### src/rtl/shared_reg_arbiter_pkg.sv
// Shared definitions for the shared-register arbiter: FSM encoding and default sizing.
package shared_reg_arbiter_pkg;

  localparam int N_DEF = 4;
  localparam int W_DEF = 8;

  typedef enum logic [1:0] {
    IDLE  = 2'b00,
    GRANT = 2'b01,
    ACK   = 2'b10
  } state_t;

endpackage

### src/rtl/shared_reg_arbiter_rr_pick.sv
// Combinational round-robin picker: first set req bit at or after ptr, wrapping past N-1.
module rr_pick
  import shared_reg_arbiter_pkg::*;
#(
  parameter int N  = N_DEF,
  parameter int PW = $clog2(N)
) (
  input  logic [N-1:0]  req,
  input  logic [PW-1:0] ptr,
  output logic [N-1:0]  winner,
  output logic [PW-1:0] winner_idx
);

  logic found;
  int   j;

  always_comb begin
    winner     = '0;
    winner_idx = '0;
    found      = 1'b0;
    j          = 0;
    for (int k = 0; k < N; k++) begin
      j = int'(ptr) + k;
      if (j >= N) j = j - N;
      if (!found && req[j[PW-1:0]]) begin
        found              = 1'b1;
        winner[j[PW-1:0]]  = 1'b1;
        winner_idx         = j[PW-1:0];
      end
    end
  end

endmodule

### src/rtl/shared_reg_arbiter.sv
// N requesters share one W-bit register; round-robin arbitration, one write per three cycles.
//   state | meaning
//   IDLE  | no transaction; sample req and pick a winner
//   GRANT | gnt[winner] high; write if winner still requests, else abort
//   ACK   | one-cycle ack[winner] pulse after the write
module shared_reg_arbiter
  import shared_reg_arbiter_pkg::*;
#(
  parameter int N = N_DEF,
  parameter int W = W_DEF
) (
  input  logic           clk,
  input  logic           rst_n,
  input  logic [N-1:0]   req,
  input  logic [N*W-1:0] wdata,
  output logic [N-1:0]   gnt,
  output logic [N-1:0]   ack,
  output logic [W-1:0]   q,
  output logic           q_valid,
  output logic           busy
);

  localparam int PW = $clog2(N);

  state_t        state, state_nxt;
  logic [PW-1:0] ptr, ptr_nxt;
  logic [PW-1:0] win_idx, win_idx_nxt;
  logic [PW-1:0] pick_idx;
  logic [N-1:0]  pick_onehot;
  logic [N-1:0]  gnt_nxt, ack_nxt;
  logic [W-1:0]  q_nxt;
  logic          q_valid_nxt;

  rr_pick #(.N(N), .PW(PW)) u_rr_pick (
    .req        (req),
    .ptr        (ptr),
    .winner     (pick_onehot),
    .winner_idx (pick_idx)
  );

  always_ff @(posedge clk or negedge rst_n) begin
    if (!rst_n) begin
      state   <= IDLE;
      ptr     <= '0;
      win_idx <= '0;
      gnt     <= '0;
      ack     <= '0;
      q       <= '0;
      q_valid <= 1'b0;
    end else begin
      state   <= state_nxt;
      ptr     <= ptr_nxt;
      win_idx <= win_idx_nxt;
      gnt     <= gnt_nxt;
      ack     <= ack_nxt;
      q       <= q_nxt;
      q_valid <= q_valid_nxt;
    end
  end

  // The winner is latched in IDLE so later req/wdata changes cannot retarget the transaction.
  always_comb begin
    state_nxt   = state;
    ptr_nxt     = ptr;
    win_idx_nxt = win_idx;
    gnt_nxt     = '0;
    ack_nxt     = '0;
    q_nxt       = q;
    q_valid_nxt = q_valid;
    case (state)
      IDLE: begin
        if (|req) begin
          gnt_nxt     = pick_onehot;
          win_idx_nxt = pick_idx;
          state_nxt   = GRANT;
        end
      end
      GRANT: begin
        if (req[win_idx]) begin
          q_nxt       = wdata[win_idx*W +: W];
          q_valid_nxt = 1'b1;
          ptr_nxt     = (win_idx == PW'(N-1)) ? '0 : win_idx + 1'b1;
          ack_nxt     = gnt;
          state_nxt   = ACK;
        end else begin
          state_nxt = IDLE;
        end
      end
      ACK:     state_nxt = IDLE;
      default: state_nxt = IDLE;
    endcase
  end

  assign busy = (state != IDLE);

endmodule
### config.mk
export PLATFORM = sky130hd
export DESIGN_NAME = shared_reg_arbiter
export DESIGN_NICKNAME = d
export VERILOG_FILES = /design/src/rtl/shared_reg_arbiter_pkg.sv /design/src/rtl/shared_reg_arbiter_rr_pick.sv /design/src/rtl/shared_reg_arbiter.sv
export SDC_FILE = /design/constraint.sdc
export NUM_CORES = 1
export LEC_CHECK = 0
export CAP_MARGIN = 25
export CORE_UTILIZATION = 40
export DETAILED_ROUTE_END_ITERATION = 6
export PLACE_DENSITY = 0.76
export SLEW_MARGIN = 15
export SYNTH_ARGS = -nofsm -noshare
export SYNTH_HDL_FRONTEND = slang
export SYNTH_SLANG_ARGS = --single-unit
### constraint.sdc
create_clock -name clk -period 2.14 [get_ports clk]
set_input_delay 0.321 -clock clk [delete_from_list [all_inputs] [get_ports clk]]
set_output_delay 0.321 -clock clk [all_outputs]
set_load 0.02 [all_outputs]
-- Word level (Yosys, flattened, before mapping)
Cells that the tools add are included.
- flip-flop bits (word level): 23
- input bits: 38
- output and inout bits: 18
- logic and storage cells: 91
- add/subtract/negate cells: 8
- magnitude comparators: 13
- eq/ne operators: 3
- shifts and indexed selects: 1
- muxes and demuxes: 41
- bitwise logic cells: 3
- reductions and logical operators: 15
- operator list (operator ; count):
    2-to-1 mux 4 bit ; 8
    variable part select 32 x 6 -> 8 bit ; 1
    2-to-1 mux 2 bit ; 11
    less-than comparator 2 x 3 -> 1 bit, second input constant ; 5
    2-to-1 mux 1 bit ; 12
    bitwise OR 4 bit ; 3
    binary-select mux 1 bit (select 2 bit) ; 5
    >= comparator 3 bit, second input constant ; 3
    demux 1 bit (select 2 bit) ; 4
    >= comparator 2 x 1 -> 1 bit, second input constant ; 4
    subtractor 2 x 1 -> 2 bit, second input constant ; 4
    logical AND 1 bit ; 7
    adder 2 x 2 -> 3 bit, second input constant ; 2
    case mux 2 bit (2 select lines) ; 1
    AND reduction 2 bit ; 2
    OR reduction 4 bit ; 1
    adder 2 x 1 -> 3 bit, second input constant ; 1
    >= comparator 2 x 3 -> 1 bit, second input constant ; 1
    zero test 1 bit ; 3
    adder 2 x 1 -> 2 bit, second input constant ; 1
    == test 2 x 1 -> 1 bit, second input constant ; 1
    == test 2 bit, second input constant ; 1
    zero test 2 bit ; 1
    inequality test 2 bit, second input constant ; 1
    nonzero test 2 bit ; 1

-- Logic depth before layout (Yosys ltp)
- depth in word-level cells: 16
- gate-level depth with buffers: 9

-- By module
From an unflattened synthesis, not the netlist that was laid out.
- cell total of the unflattened synthesis: 113
- area total of the unflattened synthesis: 1544.0 um2
- by module, submodules not included (module ; instances ; cells each ; area each (um2) ; sequential area each (um2)):
    shared_reg_arbiter ; 1 ; 65 ; 1104.8 ; 575.6
    rr_pick ; 1 ; 48 ; 439.2 ; 0.0

-- Worst setup path after synthesis
OpenSTA, ideal clock, no wires.
- path type: register to register
- from: reg ptr[0]
- to: reg win_idx[0]
- data arrival time: 2.079 ns
- required time: 2.011 ns
- setup slack: -0.068 ns
- stages on the path, launching flop included: 10
- clock period less this slack: 2.208 ns
- path through: dfrtp_1 buf_6 buf_6 inv_1 ha_1 buf_2 mux2i_1 o22ai_1 and3_1 o41a_1
- word-level cells in the longest chain between the ends: 14
- ends and longest elaborated chain (item ; line ; RTL):
    from (decl) ; shared_reg_arbiter.sv:26 ; logic [PW-1:0] ptr, ptr_nxt;
    from (signal assigned) ; shared_reg_arbiter.sv:52 ; ptr <= ptr_nxt;
    parallel branches: the longest is 13 deep, another holds adder 2 x 1 -> 3 bit ; n/a ;
    2-to-1 mux 2 bit (*) ; shared_reg_arbiter_rr_pick.sv:25 ; if (!found && req[j[PW-1:0]]) begin
    to (signal assigned) ; shared_reg_arbiter.sv:53 ; win_idx <= win_idx_nxt;
    to (decl) ; shared_reg_arbiter.sv:27 ; logic [PW-1:0] win_idx, win_idx_nxt;
Mark *: on every way between the ends. The select of a mux whose other input is x is not followed.
A chain may end at the register's enable or synchronous reset.

-- Worst setup path in the final report
Same ends and word-level chain as after synthesis.

==> impl_metrics.ini <==
[route]
vias_per_cell = 5.48
ant_nets = 0
drtIter0Drc = 39
via_count = 1426
post_drt_wl_per_cell_um = 16.5
drt_wl_total_mm = 4.30
drt-pass1-iter-count = 4
drc = 0

[clock_tree]
cts_tree = done
clockBufferDepth = 2
clk_latency_ns = 0.25
root_buffer = clkbuf_8
cts_made_buffers = 3
clock-sinks = 23
htree_levels = 1
clkSlewWorstSetupHoldPaths_ns = 0.08

[sta]
setup_ws_ns = 0.129
rsz0062_at_grt = no
relSlewSlack_pct = 49.3
fin_crit_sh_pct = 94.0
setup_viol = 0
hold_ws_ns = 0.411
finalHoldViolCount = 0
min_period_ns = 2.01
max_freq_ghz = 0.497
finClkSkew_ns = 0.00152
slew_violations = 0
worst_slew_pin_slew_ns = 0.760

[flow_run]
cap_violations = 0

[die]
fp-row-count = 22
die_x_um = 66.1
io_pins = 56
core_area_um2 = 3800
die_h_um = 66.1
die_area_um2 = 4370
start_util_pct = 43.3

[logic_synthesis]
synthesis.nets = 194
synth_top_family_by_area = multiplexers
synth_compound_area_share_pct = 12.1
synth-simple-area-share_pct = 12.9
synth_ff_type = dfrtp_1
syn_area_um2 = 1640
synth_edf_count = 0
ys_ff_latch = 23
yosys.area.top_type = dfrtp_1
seq_area_frac_synth_pct = 35.0
ys_types = 38
synth_top_area_share_pct = 35.0
synthTopCellsByArea = dfrtp_1 35%, mux4_2 12%, ha_1 6.8%, mux2i_1 6.1%, mux2_2 5.5%
synth_xor_area_share_pct = 0
async_flop_share_pct = 100
synth_cells = 147
syn_avg_cell_area_um2 = 11.2
synth.area.mux_share_pct = 26.6
synth_warnings = 0
synth_fa_ha_area_share_pct = 6.85

[placed_design]
dp_cells = 256
globalplace.congestion = 0.861
dp.final_hpwl_mm = 3.43
pre_cts_ws_ns = -0.0130
port-buffer-count = 55

[global_routing]
grt_use_total_pct = 21.5
grt_max_degree = 24
grt_overflow_total = 0
antenna_found_initial = 0
grt_pass1_wl_mm = 7.19
grt_pass1_vias = 1470

[pwr]
p_clk_share_pct = 8.5
switchingPower_mw = 1.24
p_seq_share_pct = 24.2
leakagePower_nw = 0.976
pwr-share-comb_pct = 67.3
power.internal_mw = 1.76
power_density_nw_per_um2 = 1270
swShare_pct = 41.4
vdd.ir_drop.worst_mv = 0.602

[cells_and_area]
nets = 260
antenna_cells = 0
final_cells = 260
area_delta_synth_final_pct = 43.7
regArea_um2 = 576
drive_gt1_share_pct = 20.3
fillers = 295
multi_input_area_um2 = 965

[setup_path]
critical-path-max-stage-delay_ns = 0.37
crit_required_ns = 2.28
slowest_stage = dfrtp_1
path_max_fanout = 9
crit_family = compound AO/OA/AOI/OAI gates
cp-end-kind = flip-flop
cp_cell_sequence = inv_1 -> ha_1 -> buf_4 -> mux2i_1 -> o22ai_1 -> and3_1 -> o41a_1
critical_path_class = flip-flop to flip-flop
path_buf_inv = 2
cp.arrival_ns = 2.15
worstSetupStartpointType = flip-flop

[status]
run_status = finished clean

[worst_hold_path]
hold_class = input port to asynchronous set/reset pin
==> logic make-up (layout without fill, tap and decap cells) <==
kind of cell               after synthesis  count (layout)
AOI/OAI and AO/OA                       28              28
adders and majority gates                9               9
buffers and inverters                   21              86
DFF                                     23              23
muxes                                   31              31
and+or+nand+nor                         35              35
==> power groups by stage <==
stage | sequential [mW] | clock, mW | combinational, mW
after floorplan | 0.864 | 0 | 1.20
after global placement | 0.726 | 0 | 1.94
after detailed placement | 0.738 | 0 | 2.00
after CTS | 0.729 | 0.262 | 2.01
after global routing | 0.747 | 0.284 | 2.19
final | 0.726 | 0.257 | 2.02
==> cells in the mapped netlist (all sizes together) (2+ instances only) <==
library cell and n:
a21oi 4, nor2 7, nand2b 5, inv 10, o211ai 2, a31oi 4
and2 4, buf 9, nand3b 3, nand4 4, dfrtp 23, or3b 4
mux4 9, or2 2, nand2 2, mux2i 10, mux2 12, ha 9
o21ai 10, clkbuf 2, o22ai 2
==> cell type report <==
| cell class | count | share of cell area, % |
|---|---|---|
| clock buffer | 3 | 1.75 |
| clock inverter | 1 | 0.212 |
| inverter | 10 | 1.59 |
| multi-input combinational | 103 | 40.8 |
| sequential | 23 | 24.4 |
| tap | 48 | 2.54 |
| timing repair buffer | 72 | 28.7 |
==> cells in the final DEF (no fill, tap or decap), drive strengths merged, types with 2 or more instances in the layout <==
cell / instances
o22ai: 2
nand3b: 3
o21ai: 10
mux2i: 10
and2: 4
or2: 2
ha: 9
or3b: 4
o211ai: 2
a21oi: 4
nand4: 4
mux2: 12
nand2: 2
inv: 10
buf: 17
nor2: 7
mux4: 9
a31oi: 4
dfrtp: 23
nand2b: 5
clkdlybuf4s50: 55
clkbuf: 3
==> per-layer routing <==
layer	global-route usage (%)	routed length, µm	vias up
met1	27.0	1880	697
met4	6.65	34	0
li1	-	-	672
met2	39.2	2180	55
met3	1.03	204	2
met5	0	0	-
==> through the flow <==
| step | TNS (ns) | power (mW) | util (%) | instance area [µm²] |
|---|---|---|---|---|
| floorplan | -0.00115 | 2.06 | - | 1650 |
| CTS | 0 | 3.00 | 62.1 | 2360 |
| detailed placement | -0.0130 | 2.74 | 60.9 | 2310 |
| global route | 0 | 3.22 | 62.2 | 2360 |
| finish | 0 | 3.00 | 62.2 | 2360 |
| global placement | 0 | 2.66 | 60.9 | 2310 |
==> worst reg2reg max path: stages (launching register included) <==
cell	delay, ns
dfrtp_1	0.37
inv_1	0.07
ha_1	0.36
buf_4	0.22
mux2i_1	0.25
o22ai_1	0.09
and3_1	0.21
o41a_1	0.32
==> timing repair <==
action                     in CTS  in global routing
setup buffers                   0                  0
setup endpoints to repair       0                  4
resized for setup               0                  1
hold buffers                    0                  0
==> flip-flops by register name (all words and copies together), names as in the netlist <==
register,flops
ack,4
gnt,4
ptr,2
q,8
q_valid,1
state,2
win_idx,2
==> final timing paths <==
| check | from | endpoint | slack [ns] | cells past startpoint |
|---|---|---|---|---|
| max reg2reg | ptr[0] | win_idx[0] | 0.13 | 7 |
| max in group asynchronous | rst_n | q_valid | 1.50 | 2 |
| max | ptr[0] | win_idx[0] | 0.13 | 7 |
| min | rst_n | q[6] | 0.41 | 2 |
| min reg2reg | q_valid | q_valid | 0.48 | 1 |
| min in group clk | q_valid | q_valid | 0.48 | 1 |
Note: power is estimated with default switching activity, not from simulation.
